--- config.mk ---
export PLATFORM = sky130hd
export DESIGN_NAME = fu_wb_arb_flat
export DESIGN_NICKNAME = d
export VERILOG_FILES = /design/src/rtl/fu_wb_arb_if.sv /design/src/rtl/fu_wb_arb.sv /design/src/flat_wrapper.sv
export SDC_FILE = /design/constraint.sdc
export NUM_CORES = 1
export LEC_CHECK = 0
export ABC_AREA = 1
export CAP_MARGIN = 20
export CORE_ASPECT_RATIO = 1.2
export CORE_MARGIN = 2
export CORE_UTILIZATION = 50
export CTS_CLUSTER_DIAMETER = 150
export CTS_CLUSTER_SIZE = 14
export DETAILED_ROUTE_END_ITERATION = 16
export GPL_TIMING_DRIVEN = 0
export HOLD_SLACK_MARGIN = 0.15
export PLACE_DENSITY = 0.68
export SYNTH_ARGS = -nofsm -noshare
export SYNTH_HDL_FRONTEND = slang
export SYNTH_SLANG_ARGS = --single-unit
--- constraint.sdc ---
create_clock -name clk -period 16.05 [get_ports clk]
set_input_delay 4.0125 -clock clk [delete_from_list [all_inputs] [get_ports clk]]
set_output_delay 4.0125 -clock clk [all_outputs]
set_load 0.05 [all_outputs]
--- src/rtl/fu_wb_arb_if.sv ---
// Shared result record and the pipeline-flush interface used by the writeback arbiter.
package fu_wb_arb_pkg;

    typedef struct packed {
        logic [31:0] pc;
        logic [5:0]  id;
        logic [5:0]  prd;
        logic [31:0] rdval;
    } fu_output_t;

endpackage

interface squash_if;
    logic valid;

    modport master (output valid);
    modport slave  (input  valid);
endinterface

--- src/rtl/fu_wb_arb.sv ---
// Writeback arbiter: one private FIFO per functional unit, drained round-robin onto a
// single registered writeback port. Units cannot be back-pressured, so issue is warned
// through fu_stall_o once a FIFO has only one free slot left.
module fu_wb_arb
    import fu_wb_arb_pkg::*;
#(
    parameter int NFU   = 3,
    parameter int DEPTH = 4
) (
    input  logic                 clk,
    input  logic                 rstn,
    input  fu_output_t [NFU-1:0] fu_res_i,
    input  logic [NFU-1:0]       fu_res_valid_i,
    output logic [NFU-1:0]       fu_stall_o,
    output fu_output_t           wb_o,
    output logic                 wb_valid_o,
    output logic                 overflow_o,
    squash_if.slave              squash_io
);

    localparam int PW = $clog2(DEPTH);
    localparam int CW = $clog2(DEPTH + 1);
    localparam int RW = $clog2(NFU);
    localparam logic [CW-1:0] FULL_LVL  = CW'(DEPTH);
    localparam logic [CW-1:0] STALL_LVL = CW'(DEPTH - 1);

    fu_output_t     mem     [NFU][DEPTH];
    logic [PW-1:0]  rd_ptr  [NFU];
    logic [PW-1:0]  wr_ptr  [NFU];
    logic [CW-1:0]  count_q [NFU];
    logic [RW-1:0]  rr_q;
    logic           squash;
    logic           grant_any;
    logic [RW-1:0]  winner;
    logic [RW-1:0]  cand;
    logic [NFU-1:0] pop;
    logic [NFU-1:0] push;
    logic [NFU-1:0] drop;

    assign squash = squash_io.valid;

    // Round-robin search from rr_q upward over registered counts; this cycle's pushes are invisible here.
    always_comb begin
        grant_any = 1'b0;
        winner    = '0;
        cand      = '0;
        for (int k = 0; k < NFU; k++) begin
            cand = RW'((int'(rr_q) + k) % NFU);
            if (!grant_any && (count_q[cand] != '0)) begin
                grant_any = 1'b1;
                winner    = cand;
            end
        end
    end

    // Per-FIFO pop/push/drop decisions; squash suppresses both the grant and every push.
    always_comb begin
        pop  = '0;
        push = '0;
        drop = '0;
        for (int i = 0; i < NFU; i++) begin
            pop[i]  = grant_any && !squash && (winner == RW'(i));
            push[i] = fu_res_valid_i[i] && !squash && ((count_q[i] != FULL_LVL) || pop[i]);
            drop[i] = fu_res_valid_i[i] && !squash && (count_q[i] == FULL_LVL) && !pop[i];
        end
    end

    // Stall hint as soon as a FIFO cannot absorb two more results without a pop.
    always_comb begin
        fu_stall_o = '0;
        for (int i = 0; i < NFU; i++) begin
            fu_stall_o[i] = (count_q[i] >= STALL_LVL);
        end
    end

    // FIFO pointers and occupancy; a squash empties every FIFO at once.
    always_ff @(posedge clk or negedge rstn) begin
        if (!rstn) begin
            for (int i = 0; i < NFU; i++) begin
                rd_ptr[i]  <= '0;
                wr_ptr[i]  <= '0;
                count_q[i] <= '0;
            end
        end else if (squash) begin
            for (int i = 0; i < NFU; i++) begin
                rd_ptr[i]  <= '0;
                wr_ptr[i]  <= '0;
                count_q[i] <= '0;
            end
        end else begin
            for (int i = 0; i < NFU; i++) begin
                if (push[i]) begin
                    wr_ptr[i] <= wr_ptr[i] + 1'b1;
                end
                if (pop[i]) begin
                    rd_ptr[i] <= rd_ptr[i] + 1'b1;
                end
                if (push[i] && !pop[i]) begin
                    count_q[i] <= count_q[i] + 1'b1;
                end else if (pop[i] && !push[i]) begin
                    count_q[i] <= count_q[i] - 1'b1;
                end
            end
        end
    end

    // FIFO storage needs no reset; occupancy alone decides which entries are meaningful.
    always_ff @(posedge clk) begin
        for (int i = 0; i < NFU; i++) begin
            if (push[i]) begin
                mem[i][wr_ptr[i]] <= fu_res_i[i];
            end
        end
    end

    // Registered writeback port and round-robin pointer; wb_o holds its last value when idle.
    always_ff @(posedge clk or negedge rstn) begin
        if (!rstn) begin
            wb_o       <= '0;
            wb_valid_o <= 1'b0;
            rr_q       <= '0;
        end else if (squash) begin
            wb_valid_o <= 1'b0;
        end else if (grant_any) begin
            wb_o       <= mem[winner][rd_ptr[winner]];
            wb_valid_o <= 1'b1;
            rr_q       <= (winner == RW'(NFU - 1)) ? '0 : winner + 1'b1;
        end else begin
            wb_valid_o <= 1'b0;
        end
    end

    // Sticky record that some result was lost; only reset clears it.
    always_ff @(posedge clk or negedge rstn) begin
        if (!rstn) begin
            overflow_o <= 1'b0;
        end else if (|drop) begin
            overflow_o <= 1'b1;
        end
    end

    // Flag every dropped result in simulation so the offending unit is easy to find.
    always @(posedge clk) begin
        if (rstn) begin
            for (int i = 0; i < NFU; i++) begin
                assert (!drop[i])
                else $warning("fu_wb_arb: result from FU %0d dropped on full FIFO", i);
            end
        end
    end

endmodule

--- src/flat_wrapper.sv ---
// flat-port wrapper written by rule: the top's interface ports become plain ports
module fu_wb_arb_flat import fu_wb_arb_pkg::*;
#(
    parameter int NFU   = 3,
    parameter int DEPTH = 4
)
  (clk, rstn, fu_res_i, fu_res_valid_i, fu_stall_o, wb_o, wb_valid_o, overflow_o, squash_io_valid);
  squash_if squash_io_i ();
  input  logic clk;
  input  logic rstn;
  input  fu_output_t [NFU-1:0] fu_res_i;
  input  logic [NFU-1:0] fu_res_valid_i;
  output logic [NFU-1:0] fu_stall_o;
  output fu_output_t wb_o;
  output logic wb_valid_o;
  output logic overflow_o;
  input wire logic [$bits(squash_io_i.valid)-1:0] squash_io_valid;
  assign squash_io_i.valid = squash_io_valid;
  fu_wb_arb #(.NFU(NFU), .DEPTH(DEPTH)) u_core (.clk(clk), .rstn(rstn), .fu_res_i(fu_res_i), .fu_res_valid_i(fu_res_valid_i), .fu_stall_o(fu_stall_o), .wb_o(wb_o), .wb_valid_o(wb_valid_o), .overflow_o(overflow_o), .squash_io(squash_io_i));
endmodule
==> impl_metrics.json, run 1 <==
{
  "setup.worst_path.class": "in2reg",
  "routed-via-count": 31700,
  "tightest_slew_ns": 1.09,
  "finClkSkew_ns": 0.0221,
  "first_iter_violations": 4290,
  "r2r_cells": 15,
  "cp.arrival_ns": 7.70,
  "drc": 0,
  "finalCritPeriodShare_pct": 45.8,
  "hold_path_end": "u_core.wb_o[69]$_DFFE_PN0P_",
  "critPathLaunchType": "input pin",
  "viasPerCell": 5.73,
  "synth-edff-count": 912,
  "hpwl_mm": 97.3,
  "final_net_count": 4596,
  "cp_max_fo": 23,
  "numCtsBuffers": 82,
  "yosys_warnings": 0,
  "whs_ns": 0.476,
  "ctsRootBufferMaster": "clkbuf_16",
  "gp_congestion": 0.891,
  "timing.rr.end": "u_core.mem[1][238]$_DFFE_PP_",
  "critPathCaptureType": "flop",
  "core_area_sq_mm": 0.0836,
  "hold_path_class": "reg2reg",
  "crit_path_start": "squash_io_valid",
  "final-hold-violation-count": 0,
  "antenna_found_initial": 18,
  "max-cap-violations": 0,
  "initial_core_util_pct": 50.6,
  "grt_setup_unrepaired": "false",
  "crit-reg2reg-launch": "u_core.rr_q[0]$_DFFE_PN0P_",
  "layoutNonFillerInstCount": 5532,
  "cts-resized-gates": 0,
  "track_usage_pct": 32.4,
  "slew_headroom_pct": 27.3,
  "clkLatencyLatePin_ns": 0.67,
  "clock-sinks": 1013,
  "tns_ns": 0,
  "area_growth_pct": 18.7,
  "ys_async_sr_fraction_pct": 9.97,
  "cts_setup_buffers": 0,
  "hold-path-cell-count": 2,
  "grt_max_degree": 77,
  "final_layout_size_suffix_gt1_share_pct": 7.09,
  "grt_pass1_wl_mm": 202,
  "ys_seq_area_share_pct": 70.7,
  "htree_levels": 3,
  "die_h_um": 323,
  "ctsLongestPathBuffers": 3,
  "ant_nets": 0,
  "synth.avg_cell_area_sq_um": 10.8,
  "drt-total-wl_mm": 143,
  "clk_pin_slew_ns": 0.06,
  "dieWidth_um": 270,
  "io_buffers": 313,
  "netlist_area_sq_mm": 0.0423,
  "r2r_slack_ns": 11.10,
  "status": "complete, no violations",
  "synthFlopType": "edfxtp_1",
  "synthCells": 3906,
  "fill_cells": 6805,
  "wire_per_inst_um": 25.8,
  "ctsHoldBuffers": 0,
  "ios": 315,
  "ys_ff_latch": 1013,
  "grt_pass1_vias": 29800,
  "crit_required_ns": 16.40,
  "layout_min_cycle_time_ns": 7.35,
  "setup_violations": 0,
  "cts_tree": "built",
  "post-place-cells": 5380,
  "max_freq_ghz": 0.136,
  "hold_start": "u_core.wb_o[69]$_DFFE_PN0P_",
  "num_rows": 116,
  "grt_overflow": 0,
  "die-area_sq_mm": 0.0870,
  "syn_nets": 4159,
  "drt_pass1_iterations": 6,
  "slew_viol_final": 0,
  "yosysUniqueCellTypes": 36
}
## final cells by class
| class | instances | area [sq um] | area share, % |
|---|---|---|---|
| antenna | 12 | 30.0 | 0.0598 |
| buffer | 218 | 1090 | 2.17 |
| clock buffer | 138 | 2370 | 4.71 |
| clock inverter | 2 | 20.0 | 0.0398 |
| inverter | 265 | 995 | 1.98 |
| multi-input combinational | 2410 | 10400 | 20.8 |
| sequential | 1013 | 29900 | 59.5 |
| tap | 1121 | 1400 | 2.79 |
| timing repair buffer | 353 | 4000 | 7.96 |
## registers in the layout, summed over array words and instances (netlist names)
register	flops
u_core.wb_valid_o	1
u_core.mem	912
u_core.rd_ptr	6
u_core.rr_q	2
u_core.count_q	9
u_core.wb_o	76
u_core.wr_ptr	6
u_core.overflow_o	1
## synthesized netlist by cell type, types with 5 or more instances
cell / instances / area [sq um]
a21oi_1: 5 / 25.0
buf_1: 15 / 56.3
buf_2: 97 / 485
buf_4: 36 / 270
clkbuf_1: 68 / 255
dfrtp_1: 101 / 2530
edfxtp_1: 912 / 27400
ha_1: 16 / 200
inv_1: 253 / 950
inv_2: 12 / 45.0
nand2_1: 1367 / 5130
nand3_1: 526 / 2630
nand3_2: 5 / 50.1
nor2_1: 268 / 1010
nor3_1: 172 / 861
o21ai_0: 16 / 80.1
## cell families after synthesis
logic type / Yosys count / synth area share, %
and+or+nand+nor: 2351 / 23.2
DFF: 1013 / 70.7
buffers and inverters: 483 / 4.92
AOI/OAI and AO/OA: 36 / 0.544
adders and majority gates: 19 / 0.615
xor gates and xnor gates: 4 / 0.0828
## through the flow
step	area, sq um	util (%)	worst slack [ns]
global placement	46900	56.1	2.03
finish	50300	60.1	8.70
global route	50200	60.1	8.59
floorplan	42300	-	7.30
detailed placement	47800	57.2	8.08
CTS	50200	60.1	8.77
## layer usage
| layer | routed length, um | GRT usage [%] | share of wire (%) |
|---|---|---|---|
| met1 | 51500 | 41.8 | 36 |
| met2 | 65500 | 51.5 | 46 |
| met3 | 17700 | 7.54 | 12 |
| met4 | 7690 | 16.9 | 5.4 |
| met5 | 135 | 0 | 0.095 |
## critical path, cell delays in order
cell      delay, ns
clkbuf_1       0.26
inv_1          0.27
nand2_1        0.40
inv_2          0.61
nand2_2        0.28
a21oi_4        0.27
inv_1          0.22
nor2_4         0.72
buf_12         0.31
buf_12         0.25
## how the worst max path moves through the flow
stage               slack (ns)                           end  cells past startpoint
global route              8.59  u_core.mem[1][238]$_DFFE_PP_                     10
global placement          2.03    u_core.mem[1][9]$_DFFE_PP_                      8
CTS                       8.77  u_core.mem[1][238]$_DFFE_PP_                     10
finish                    8.70  u_core.mem[1][238]$_DFFE_PP_                     10
floorplan                 7.30    u_core.mem[0][0]$_DFFE_PP_                      8
detailed placement        8.08  u_core.mem[1][238]$_DFFE_PP_                     10
## cell usage in the layout, fill, tap and decap left out, types with 16 or more instances in the layout
cell type,synthesis,layout
buf_12,0,31
buf_2,97,97
buf_4,36,36
clkbuf_1,68,118
clkbuf_16,0,87
clkdlybuf4s50_1,0,312
dfrtp_1,101,101
edfxtp_1,912,912
ha_1,16,16
inv_1,253,253
nand2_1,1367,1367
nand3_1,526,526
nor2_1,268,256
nor3_1,172,172
o21ai_0,16,16
Power of run 1 is not shown: default switching activity piles up to over one toggle a cycle in this logic, so the estimate is an artifact.
==> inputs of run 2 (changes only) <==
PLACE_DENSITY = 0.7   (was 0.68)
clock period = 6.3 ns   (was 16.05 ns; I/O delays follow)
==> run 2 against run 1 <==
Against the previous run:
- cell count rose by 0.29%
- first-iteration DRC count rose by 17%
- via count rose by 2.3%
- clock skew rose by 0.016 ns
- non-clock buffer count rose by 5
- utilization rose by 0.19 points
==> impl_metrics.json, run 2 (same netlist as run 1, synthesis figures left out) <==
{
  "drc": 0,
  "cts_setup_buffers": 0,
  "clock-sinks": 1013,
  "core_area_sq_mm": 0.0836,
  "first_iter_violations": 5007,
  "status": "complete, no violations",
  "critPathLaunchType": "flop",
  "setup.worst_path.class": "reg2reg",
  "whs_ns": 0.479,
  "largest_reg_flops": 912,
  "cp.arrival_ns": 5.42,
  "grt_setup_unrepaired": "false",
  "io_buffers": 313,
  "ant_nets": 0,
  "layout_min_cycle_time_ns": 5.09,
  "drt-total-wl_mm": 145,
  "cp_max_fo": 23,
  "tightest_slew_ns": 1.14,
  "num_rows": 116,
  "initial_core_util_pct": 50.6,
  "cp.depth": 15,
  "clkLatencyLatePin_ns": 0.67,
  "fill_cells": 6784,
  "final_layout_size_suffix_gt1_share_pct": 7.13,
  "crit_required_ns": 6.63,
  "die-area_sq_mm": 0.0870,
  "max_freq_ghz": 0.196,
  "path_buf_inv": 6,
  "max-cap-violations": 0,
  "ctsLongestPathBuffers": 3,
  "finalCritPeriodShare_pct": 80.8,
  "path_delay_family": "buffers and inverters",
  "grt_max_degree": 79,
  "hold_path_class": "reg2reg",
  "drt_pass1_iterations": 6,
  "grt_pass1_vias": 31000,
  "multi_input_area_sq_mm": 0.0104,
  "final-hold-violation-count": 0,
  "track_usage_pct": 32.9,
  "area_growth_pct": 19.1,
  "grt_overflow": 0,
  "numCtsBuffers": 82,
  "slew_viol_final": 0,
  "cts_tree": "built",
  "r2r_cells": 15,
  "final_net_count": 4601,
  "routed-via-count": 32400,
  "ctsRootBufferMaster": "clkbuf_16",
  "die_h_um": 323,
  "gp_congestion": 0.901,
  "grt_pass1_wl_mm": 206,
  "wire_per_inst_um": 26.1,
  "clk_pin_slew_ns": 0.08,
  "antenna_found_initial": 20,
  "hold-path-cell-count": 2,
  "htree_levels": 3,
  "final_common_cell": "nand2_1",
  "layout_common_cells": "nand2_1, edfxtp_1, nand3_1, clkdlybuf4s50_1, nor2_1",
  "cpMaxStageDelayCell": "nor2_4",
  "setup_violations": 0,
  "cts-resized-gates": 0,
  "viasPerCell": 5.84,
  "dieWidth_um": 270,
  "cpPeakStageDelay_ns": 0.75,
  "hpwl_mm": 99.1,
  "ctsHoldBuffers": 0,
  "crit_chain": "inv_1 > ha_1 > inv_2 > nand3_1 > nand2_2 > nor2_8 > nand2_1 > nand2_1 > inv_2 > nand2_2 > a21oi_2 > inv_1 > nor2_4 > buf_12 > buf_12",
  "regArea_sq_mm": 0.0299,
  "slew_headroom_pct": 24.2,
  "ios": 315,
  "critPathCaptureType": "flop",
  "finClkSkew_ns": 0.0383
}
-- run 2: cell types whose count changed in the layout (fill, tap and decap cells not counted), sizes merged --
cell    change
clkbuf     +10
inv         +1
buf         +5
-- run 2: area by class of cell --
type	count	area share [%]
clock buffers	148	4.69
repair buffers	358	8.25
diodes	12	0.0596
inverters	265	1.97
well taps	1121	2.78
multi-input cells	2410	20.7
plain buffers	218	2.16
clock inverters	3	0.0571
flip-flops and latches	1013	59.3
-- run 2: per-stage QoR --
step	util (%)	worst slack (ns)	instance area [sq um]	TNS (ns)	instances
floorplan	-	-0.0102	42300	-3.10	3906
global placement	56.1	-4.97	46900	-4333.71	5340
detailed placement	57.4	0.831	48000	0	5385
CTS	60.3	1.45	50400	0	5536
global route	60.3	1.18	50400	0	5544
finish	60.3	1.21	50400	0	5548
-- run 2: routing by layer --
| layer | track usage (%) | up-vias | share of wire (%) |
|---|---|---|---|
| met3 | 8.14 | 462 | 13 |
| met4 | 18.1 | 24 | 5.7 |
| met1 | 42.5 | 15500 | 36 |
| met5 | 0 | - | 0.12 |
| met2 | 51.4 | 2525 | 45 |
| li1 | - | 14000 | - |
-- run 2: final timing paths --
path	startpoint	to	slack [ns]
setup / recovery	u_core.rr_q[0]$_DFFE_PN0P_	u_core.mem[2][236]$_DFFE_PP_	1.21
hold / removal	u_core.wb_o[45]$_DFFE_PN0P_	u_core.wb_o[45]$_DFFE_PN0P_	0.48
setup reg to reg	u_core.rr_q[0]$_DFFE_PN0P_	u_core.mem[2][236]$_DFFE_PP_	1.21
hold reg to reg	u_core.wb_o[45]$_DFFE_PN0P_	u_core.wb_o[45]$_DFFE_PN0P_	0.48
max in group asynchronous	rstn	u_core.wb_o[9]$_DFFE_PN0P_	4.72
min in group asynchronous	rstn	u_core.wb_o[58]$_DFFE_PN0P_	0.78
-- run 2: worst reg2reg max path: cells and delay by family, from the launching register on --
kind,cells,cell delay [ns]
adder cells (fa/ha/maj),1,0.42
buffers and inverters,6,1.74
flip-flops,1,0.47
AND/OR/NAND/NOR,7,1.74
AO/OA/AOI/OAI,1,0.35
Power of run 2 is left out for the same reason.
